$ cat config.mk
export PLATFORM = sky130hd
export DESIGN_NAME = data_mem_bridge
export DESIGN_NICKNAME = d
export VERILOG_FILES = /design/src/rtl/data_mem_bridge_pkg.sv /design/src/rtl/data_mem_bridge_wait_timer.sv /design/src/rtl/data_mem_bridge.sv
export SDC_FILE = /design/constraint.sdc
export NUM_CORES = 1
export LEC_CHECK = 0
export ABC_AREA = 1
export BUFFER_PORTS_ARGS = -buffer_cell sky130_fd_sc_hd__buf_2
export CAP_MARGIN = 20
export CORE_UTILIZATION = 25
export DETAILED_ROUTE_END_ITERATION = 8
export SLEW_MARGIN = 20
export SYNTH_ARGS = -nofsm -noshare
export SYNTH_HDL_FRONTEND = slang
export SYNTH_SLANG_ARGS = --single-unit
$ cat constraint.sdc
create_clock -name clk -period 2.1 [get_ports clk]
set_input_delay 0.315 -clock clk [delete_from_list [all_inputs] [get_ports clk]]
set_output_delay 0.315 -clock clk [all_outputs]
set_load 0.05 [all_outputs]
$ cat src/rtl/data_mem_bridge_pkg.sv
// Shared encodings and constants for the cpu data-port to data-memory bridge.
// The LED register decode address and the fill pattern returned on a timed-out load live here.
package data_mem_bridge_pkg;

  typedef enum logic [1:0] {
    BRIDGE_IDLE = 2'd0,
    BRIDGE_REQ  = 2'd1,
    BRIDGE_DONE = 2'd2
  } bridge_state_e;

  localparam logic [31:0] LED_ADDR_DEFAULT = 32'h0000_2000;

  // A timed-out load returns this bit replicated across the whole data word.
  localparam logic TIMEOUT_FILL = 1'b1;

endpackage

$ cat src/rtl/data_mem_bridge_wait_timer.sv
// Wait-state counter for the bridge: cleared when a request launches, counts while
// the request is outstanding, and flags expiry on the cycle it would reach MAX_WAIT.
module bridge_wait_timer #(
  parameter int MAX_WAIT = 15
) (
  input  logic clk,
  input  logic reset,
  input  logic clear,
  input  logic count_en,
  output logic expire
);

  localparam int CW = $clog2(MAX_WAIT + 1);
  localparam logic [CW-1:0] LAST = CW'(MAX_WAIT - 1);
  localparam logic [CW-1:0] FULL = CW'(MAX_WAIT);

  logic [CW-1:0] count_q;

  // Expiry is taken on the edge that moves the count onto MAX_WAIT.
  assign expire = count_en && (count_q == LAST);

  always_ff @(posedge clk) begin
    if (reset) begin
      count_q <= '0;
    end else if (clear) begin
      count_q <= '0;
    end else if (count_en && (count_q != FULL)) begin
      count_q <= count_q + CW'(1);
    end
  end

endmodule

$ cat src/rtl/data_mem_bridge.sv
// Bridges single-cycle cpu load/store strobes onto a req/ack data memory,
// stalling the cpu via clock-enable, with a zero-wait LED register and wait timeout.
//
// state       | meaning
// BRIDGE_IDLE | no access outstanding; LED hits complete here, others launch
// BRIDGE_REQ  | mem_req held with stable address/data until ack or timeout
// BRIDGE_DONE | one unstalled cycle presenting the result; strobes ignored
module data_mem_bridge
  import data_mem_bridge_pkg::*;
#(
  parameter int ADDR_WIDTH = 32,
  parameter int DATA_WIDTH = 32,
  parameter int LED_WIDTH = 8,
  parameter logic [ADDR_WIDTH-1:0] LED_ADDR = ADDR_WIDTH'(LED_ADDR_DEFAULT),
  parameter int MAX_WAIT = 15
) (
  input  logic                  clk,
  input  logic                  reset,
  input  logic [ADDR_WIDTH-1:0] cpu_addr,
  input  logic [DATA_WIDTH-1:0] cpu_wdata,
  input  logic                  cpu_memread,
  input  logic                  cpu_memwrite,
  input  logic [3:0]            cpu_sign_mask,
  output logic [DATA_WIDTH-1:0] cpu_rdata,
  output logic                  cpu_stall,
  output logic                  mem_req,
  output logic                  mem_we,
  output logic [ADDR_WIDTH-1:0] mem_addr,
  output logic [DATA_WIDTH-1:0] mem_wdata,
  output logic [3:0]            mem_sign_mask,
  input  logic                  mem_ack,
  input  logic [DATA_WIDTH-1:0] mem_rdata,
  output logic [LED_WIDTH-1:0]  led_o,
  output logic                  err_timeout
);

  bridge_state_e         state;
  logic                  access;
  logic                  led_hit;
  logic                  launch;
  logic                  expire;
  logic [DATA_WIDTH-1:0] rdata_q;
  logic [LED_WIDTH-1:0]  led_q;

  assign access  = cpu_memread | cpu_memwrite;
  assign led_hit = access && (cpu_addr[ADDR_WIDTH-1:2] == LED_ADDR[ADDR_WIDTH-1:2]);
  assign launch  = (state == BRIDGE_IDLE) && access && !led_hit;

  // The launch cycle must stall combinationally so the cpu holds its strobes into REQ.
  assign cpu_stall = !reset && (launch || (state == BRIDGE_REQ));

  assign cpu_rdata = ((state == BRIDGE_IDLE) && led_hit && cpu_memread)
                     ? DATA_WIDTH'(led_q) : rdata_q;
  assign led_o = led_q;

  bridge_wait_timer #(
    .MAX_WAIT(MAX_WAIT)
  ) u_wait_timer (
    .clk     (clk),
    .reset   (reset),
    .clear   (launch),
    .count_en(state == BRIDGE_REQ),
    .expire  (expire)
  );

  always_ff @(posedge clk) begin
    if (reset) begin
      state         <= BRIDGE_IDLE;
      mem_req       <= 1'b0;
      mem_we        <= 1'b0;
      mem_addr      <= '0;
      mem_wdata     <= '0;
      mem_sign_mask <= '0;
      rdata_q       <= '0;
      led_q         <= '0;
      err_timeout   <= 1'b0;
    end else begin
      unique case (state)
        BRIDGE_IDLE: begin
          if (led_hit) begin
            if (cpu_memwrite) led_q <= cpu_wdata[LED_WIDTH-1:0];
          end else if (access) begin
            state         <= BRIDGE_REQ;
            mem_req       <= 1'b1;
            mem_we        <= cpu_memwrite;
            mem_addr      <= cpu_addr;
            mem_wdata     <= cpu_wdata;
            mem_sign_mask <= cpu_sign_mask;
          end
        end
        BRIDGE_REQ: begin
          // Ack takes priority over a simultaneous expiry.
          if (mem_ack) begin
            if (!mem_we) rdata_q <= mem_rdata;
            mem_req <= 1'b0;
            state   <= BRIDGE_DONE;
          end else if (expire) begin
            rdata_q     <= {DATA_WIDTH{TIMEOUT_FILL}};
            err_timeout <= 1'b1;
            mem_req     <= 1'b0;
            state       <= BRIDGE_DONE;
          end
        end
        BRIDGE_DONE: begin
          state <= BRIDGE_IDLE;
        end
        default: begin
          state   <= BRIDGE_IDLE;
          mem_req <= 1'b0;
        end
      endcase
    end
  end

endmodule

Yosys cells after proc, flatten, opt, wreduce, memory -nomap -nowiden
Cells that the tools add are included.

storage, ports and cells
  output and inout port bits = 112
  input bits = 105
  logic and storage cells = 58
  flip-flop bits (word level) = 117

cells by class
  eq/ne operators = 9
  add/subtract/negate cells = 1
  mux-type cells = 14
  reductions and logical operators = 20
  bitwise gates (word level) = 4

operator list
  cell                    number
  $mux W32                4
  $eq A30 B12 Y1 const B  1
  $reduce_and A3 Y1       5
  $logic_and A1 B1 Y1     8
  $mux W2                 4
  $ne A2 B2 Y1 const B    3
  $add A4 B1 Y4 const B   1
  $eq A4 B4 Y1 const B    1
  $mux W1                 4
  $ne A4 B4 Y1 const B    1
  $pmux W2 S2             1
  $reduce_and A4 Y1       1
  $ne A3 B3 Y1 const B    1
  $not A1 Y1              3
  $pmux W1 S3             1
  $eq A2 B1 Y1 const B    1
  $eq A2 B2 Y1 const B    1
  $logic_not A1 Y1        2
  $logic_not A2 Y1        1
  $reduce_bool A2 Y1      1
  $reduce_or A2 Y1        1
  $logic_or A1 B1 Y1      1
  $or A1 B1 Y1            1

Longest topological paths before layout
  word-level depth = 6
  gate-level depth with buffers = 11
  mapped depth without buffers = 11

Cells and area by module
Synthesis repeated with hierarchy kept, for this count alone.

second synthesis, totals
  cell total of the unflattened synthesis = 704
  area total of the unflattened synthesis = 4949.7 µm²

modules (own cells, without submodules)
  module             sequential area each (µm²)  cells an instance  area an instance (µm²)  instances
  data_mem_bridge    2262.2                      670                4699.5                  1
  bridge_wait_timer  80.1                        34                 250.2                   1

Worst setup path after synthesis
Ideal clock, no wire load.

  path kind = in2out
  start point = input port cpu_addr[15]
  end point = output port cpu_rdata[0]
  data required time = 1.785 ns
  cell stages on the path = 9
  buffers on the path = 1
  arrival time = 2.235 ns
  slack = -0.450 ns
  cell sequence = inv_1 nand2_1 nor2_1 nand2_1 nor2_1 and2_4 nand3_1 buf_2 o21ai_0

on the way
  cells in the longest elaborated chain, start to end = 5

ends and longest elaborated chain
  item                              RTL line               source
  start: declaration                data_mem_bridge.sv:19  input logic [ADDR_WIDTH-1:0] cpu_addr,
  $eq A30 B12 Y1                    data_mem_bridge.sv:46  assign led_hit = access && (cpu_addr[ADDR_WIDTH-1:2] == LED_ADDR[ADDR_WIDTH-1:2]);
  $logic_and A1 B1 Y1               data_mem_bridge.sv:46
  $logic_and A1 B1 Y1 (2 in a row)  data_mem_bridge.sv:52  assign cpu_rdata = ((state == BRIDGE_IDLE) && led_hit && cpu_memread)
  $mux W32                          data_mem_bridge.sv:53  ? DATA_WIDTH'(led_q) : rdata_q;
  end: declaration                  data_mem_bridge.sv:24  output logic [DATA_WIDTH-1:0] cpu_rdata,

No other way between the ends.

Worst setup path in the final report
  start point = register state[0]
  end point = output port cpu_rdata[31]

on the way
  cells in the longest elaborated chain, start to end = 4

ends and longest elaborated chain
  item                              RTL line               source
  start: declaration                data_mem_bridge.sv:37  bridge_state_e state;
  start signal: assignment          data_mem_bridge.sv:68  state <= BRIDGE_IDLE;
  start signal: assignment          data_mem_bridge.sv:83  state <= BRIDGE_REQ;
  start signal: assignment          data_mem_bridge.sv:96  state <= BRIDGE_DONE;
  $logic_not A2 Y1                  data_mem_bridge.sv:52
  $logic_and A1 B1 Y1 (2 in a row)  data_mem_bridge.sv:52
  $mux W32                          data_mem_bridge.sv:53

No other way between the ends.

==> run summary <==
initial DRC count -> 193
core area -> 19400 sq um
port bufs -> 216
cell type with the largest total area after synthesis -> dfxtp_1
setup_tns -> 0 ps
NetSw -> 2380 uW
Slew headroom -> 75.2%
width of the die -> 143 um
Layout Nets -> 1028
Root Driver -> clkbuf_16
Primary FF master, synth -> dfxtp_1
Min-Delay Path Class -> in2reg
Final Cycle Share -> 99.4%
initial core utilization -> 25.5%
top routing layer in use -> met5
pre-CTS WS -> -158 ps
IO Pins -> 217
WL met1 -> 6.52 mm
Syn. warnings -> 0
largest cells by area after synthesis -> dfxtp_1 47%, nor2_1 13%, inv_1 8.2%, o21ai_0 6.2%, nand2_1 5.8%
hold_ws -> 120 ps
critical path data required time -> 1780 ps
status -> complete, no violations
Post-synth EDFFs -> 0
GRT overflow -> 0
DIE HEIGHT -> 143 um
Crit Path Class -> reg2out
leakage -> 0.00379 uW
crit path max fanout -> 10
Largest stage delay, worst path -> 340 ps
Yosys cell types -> 26
Antenna diodes -> 0
sequential power share -> 33.3%
Comb power frac -> 22.8%
clock slew at reported path FFs -> 60 ps
peak supply drop -> 511 uV
Critical Path End Type -> output port
GPL Wtd Cong -> 0.755
Internal -> 5180 uW
Worst Skew -> 7.96 ps
Max Cap Viol -> 0
CP delay by family, top -> buffers and inverters
Hold-fix buffers, CTS -> 0
Sw Share -> 31.5%
post-route setup slack -> 12.6 ps
Power, Total -> 7560 uW
met2 WL -> 6.82 mm
die area -> 20400 sq um
CTS tree -> yes
CP max stage cell -> dfxtp_2
Max Root-Sink Buffers -> 2
Seq/Total Area, Yosys -> 47.4%
total routed wirelength -> 14.7 mm
Mapped Area -> 4950 sq um
first-pass iteration count of the detailed router -> 4
Worst-Margin Slew -> 372 ps
#FFs+latches synth -> 117
initial antenna violation count -> 1
WP buf/inv -> 4
Period minus WS final -> 2090 ps
H-tree depth -> 4
site row count -> 51
routed wl met3 -> 1.09 mm
Synth async-reset ratio -> 0%
CP cell instances -> nor3_4 > nand3_4 > buf_12 > buf_4 > nand2_1 > inv_1 > buf_6
Setup-failing EPs final -> 0
DRC -> 0
Via Count -> 5077
R2R setup slack -> 430 ps
unrepaired setup endpoints after global routing -> yes
Mapped Nets -> 797
clk_lat worst skew -> 410 ps
crit path launch type -> register
largest net degree at the start of global routing -> 80
Vias per Instance -> 4.23
Num CTS Buffers -> 17
layout cells sized above 1 -> 33.5%
Pins Over Slew Limit -> 0
Sink Count -> 117
Antenna Nets Post-Route -> 0
Synth Instances -> 690
first-pass GRT wire length -> 23.2 mm
routed len/inst -> 12.3 um
Synth top area share -> 47.4%
vias in the first global route -> 4660
Clk pwr share -> 43.9%
P per Cell Area -> 997 nW/um^2
final hold vios -> 0
dpl hpwl -> 10.0 mm
Critical Path AT -> 1770 ps
f_max -> 479 MHz
post-layout util -> 39.1%
Avg Inst Size Synth -> 7.17 sq um
Area Growth Syn to Fin -> 53.3%
GR Util All Layers -> 14.8%
[cell usage in the layout, fill, tap and decap left out]
master,synthesis,layout
o31a_1,32,32
o21ai_1,16,13
nand3_4,0,1
a21oi_4,0,1
nand2_1,77,75
xor2_1,2,2
nand3_2,1,1
inv_1,108,107
nand4_1,10,10
buf_6,1,33
inv_4,1,1
and2_4,1,1
buf_4,1,25
clkinv_2,0,1
a21oi_1,39,38
dfxtp_2,0,1
or2_2,1,1
nor2_4,3,6
clkbuf_16,0,19
inv_2,1,2
bufinv_16,0,5
clkinv_4,0,3
dfxtp_1,117,116
nand2_2,2,4
buf_12,0,10
nor3_1,2,1
nor3_4,0,1
ha_1,2,2
nor2_2,0,3
and2_1,2,2
clkinvlp_4,0,2
o21ai_0,61,59
buf_2,20,183
clkbuf_8,0,4
nand3_1,6,5
o21ai_2,0,5
nor2_1,165,159
[path summary, 6_finish.rpt]
path	from	to	cells after the start
worst max-delay path	state[0]$_SDFFE_PP0P_	cpu_rdata[31]	7
worst min-delay path	mem_rdata[17]	rdata_q[17]$_SDFFE_PP0P_	2
worst max register to register	u_wait_timer.count_q[0]$_SDFFE_PP0P_	rdata_q[26]$_SDFFE_PP0P_	10
worst min register to register	err_timeout$_SDFFE_PP0P_	err_timeout$_SDFFE_PP0P_	2
[power groups by stage]
| stage | Combinational [uW] | Clock [uW] | Sequential, uW |
|---|---|---|---|
| finish | 1720 | 3320 | 2520 |
| floorplan | 634 | 0 | 3070 |
| global placement | 1640 | 0 | 2560 |
| detailed placement | 1650 | 0 | 2560 |
| CTS | 1670 | 3410 | 2520 |
| global route | 1860 | 3510 | 2540 |
[metrics by stage]
step,cell area (sq um),instances
floorplan,4950,690
global placement,6530,1161
detailed placement,6530,1161
CTS,7290,1194
global route,7580,1199
finish,7580,1199
[metal layers]
layer	global-route usage, %	vias to the layer above
met4	5.89	2
met3	5.06	20
li1	-	2624
met5	0	-
met2	24.2	182
met1	17.6	2249
[registers in the layout, indices dropped and copies added (netlist names)]
| signal | flops |
|---|---|
| mem_addr | 32 |
| mem_req | 1 |
| state | 2 |
| u_wait_timer.count_q | 4 |
| led_o | 8 |
| mem_wdata | 32 |
| mem_we | 1 |
| rdata_q | 32 |
| err_timeout | 1 |
| mem_sign_mask | 4 |
[cell usage after synthesis (3+ instances only)]
cell type / count
o21ai_0: 61
nand2_1: 77
nor2_1: 165
o21ai_1: 16
nand3_1: 6
a21oi_1: 39
o31a_1: 32
clkbuf_1: 17
dfxtp_1: 117
buf_2: 20
nand4_1: 10
inv_1: 108
nor2_4: 3
[final cells by class]
cell class	count	area (sq um)
Clock buffer	21	480
Clock inverter	11	196
Fill cell	2039	11800
Inverter	110	415
Multi-Input combinational cell	422	2090
Sequential cell	117	2340
Tap cell	265	332
Timing Repair Buffer	253	1730
[cell families (layout without fill, tap and decap cells)]
| family | Yosys count | count (layout) | synth area share [%] |
|---|---|---|---|
| DFF | 117 | 117 | 47.4 |
| xor gates and xnor gates | 2 | 2 | 0.354 |
| and+or+nand+nor | 270 | 270 | 22.1 |
| adders and majority gates | 2 | 2 | 0.506 |
| AOI/OAI and AO/OA | 148 | 148 | 17.4 |
| buffers and inverters | 151 | 395 | 12.2 |
[timing repair]
action | in CTS | in global routing
pin swaps | 1 | 4
setup endpoints to repair | 33 | 33
resized for setup | 23 | 83
buffers inserted | 1 | 3
cloned | 0 | 2
(Power assumes the default switching activity.)
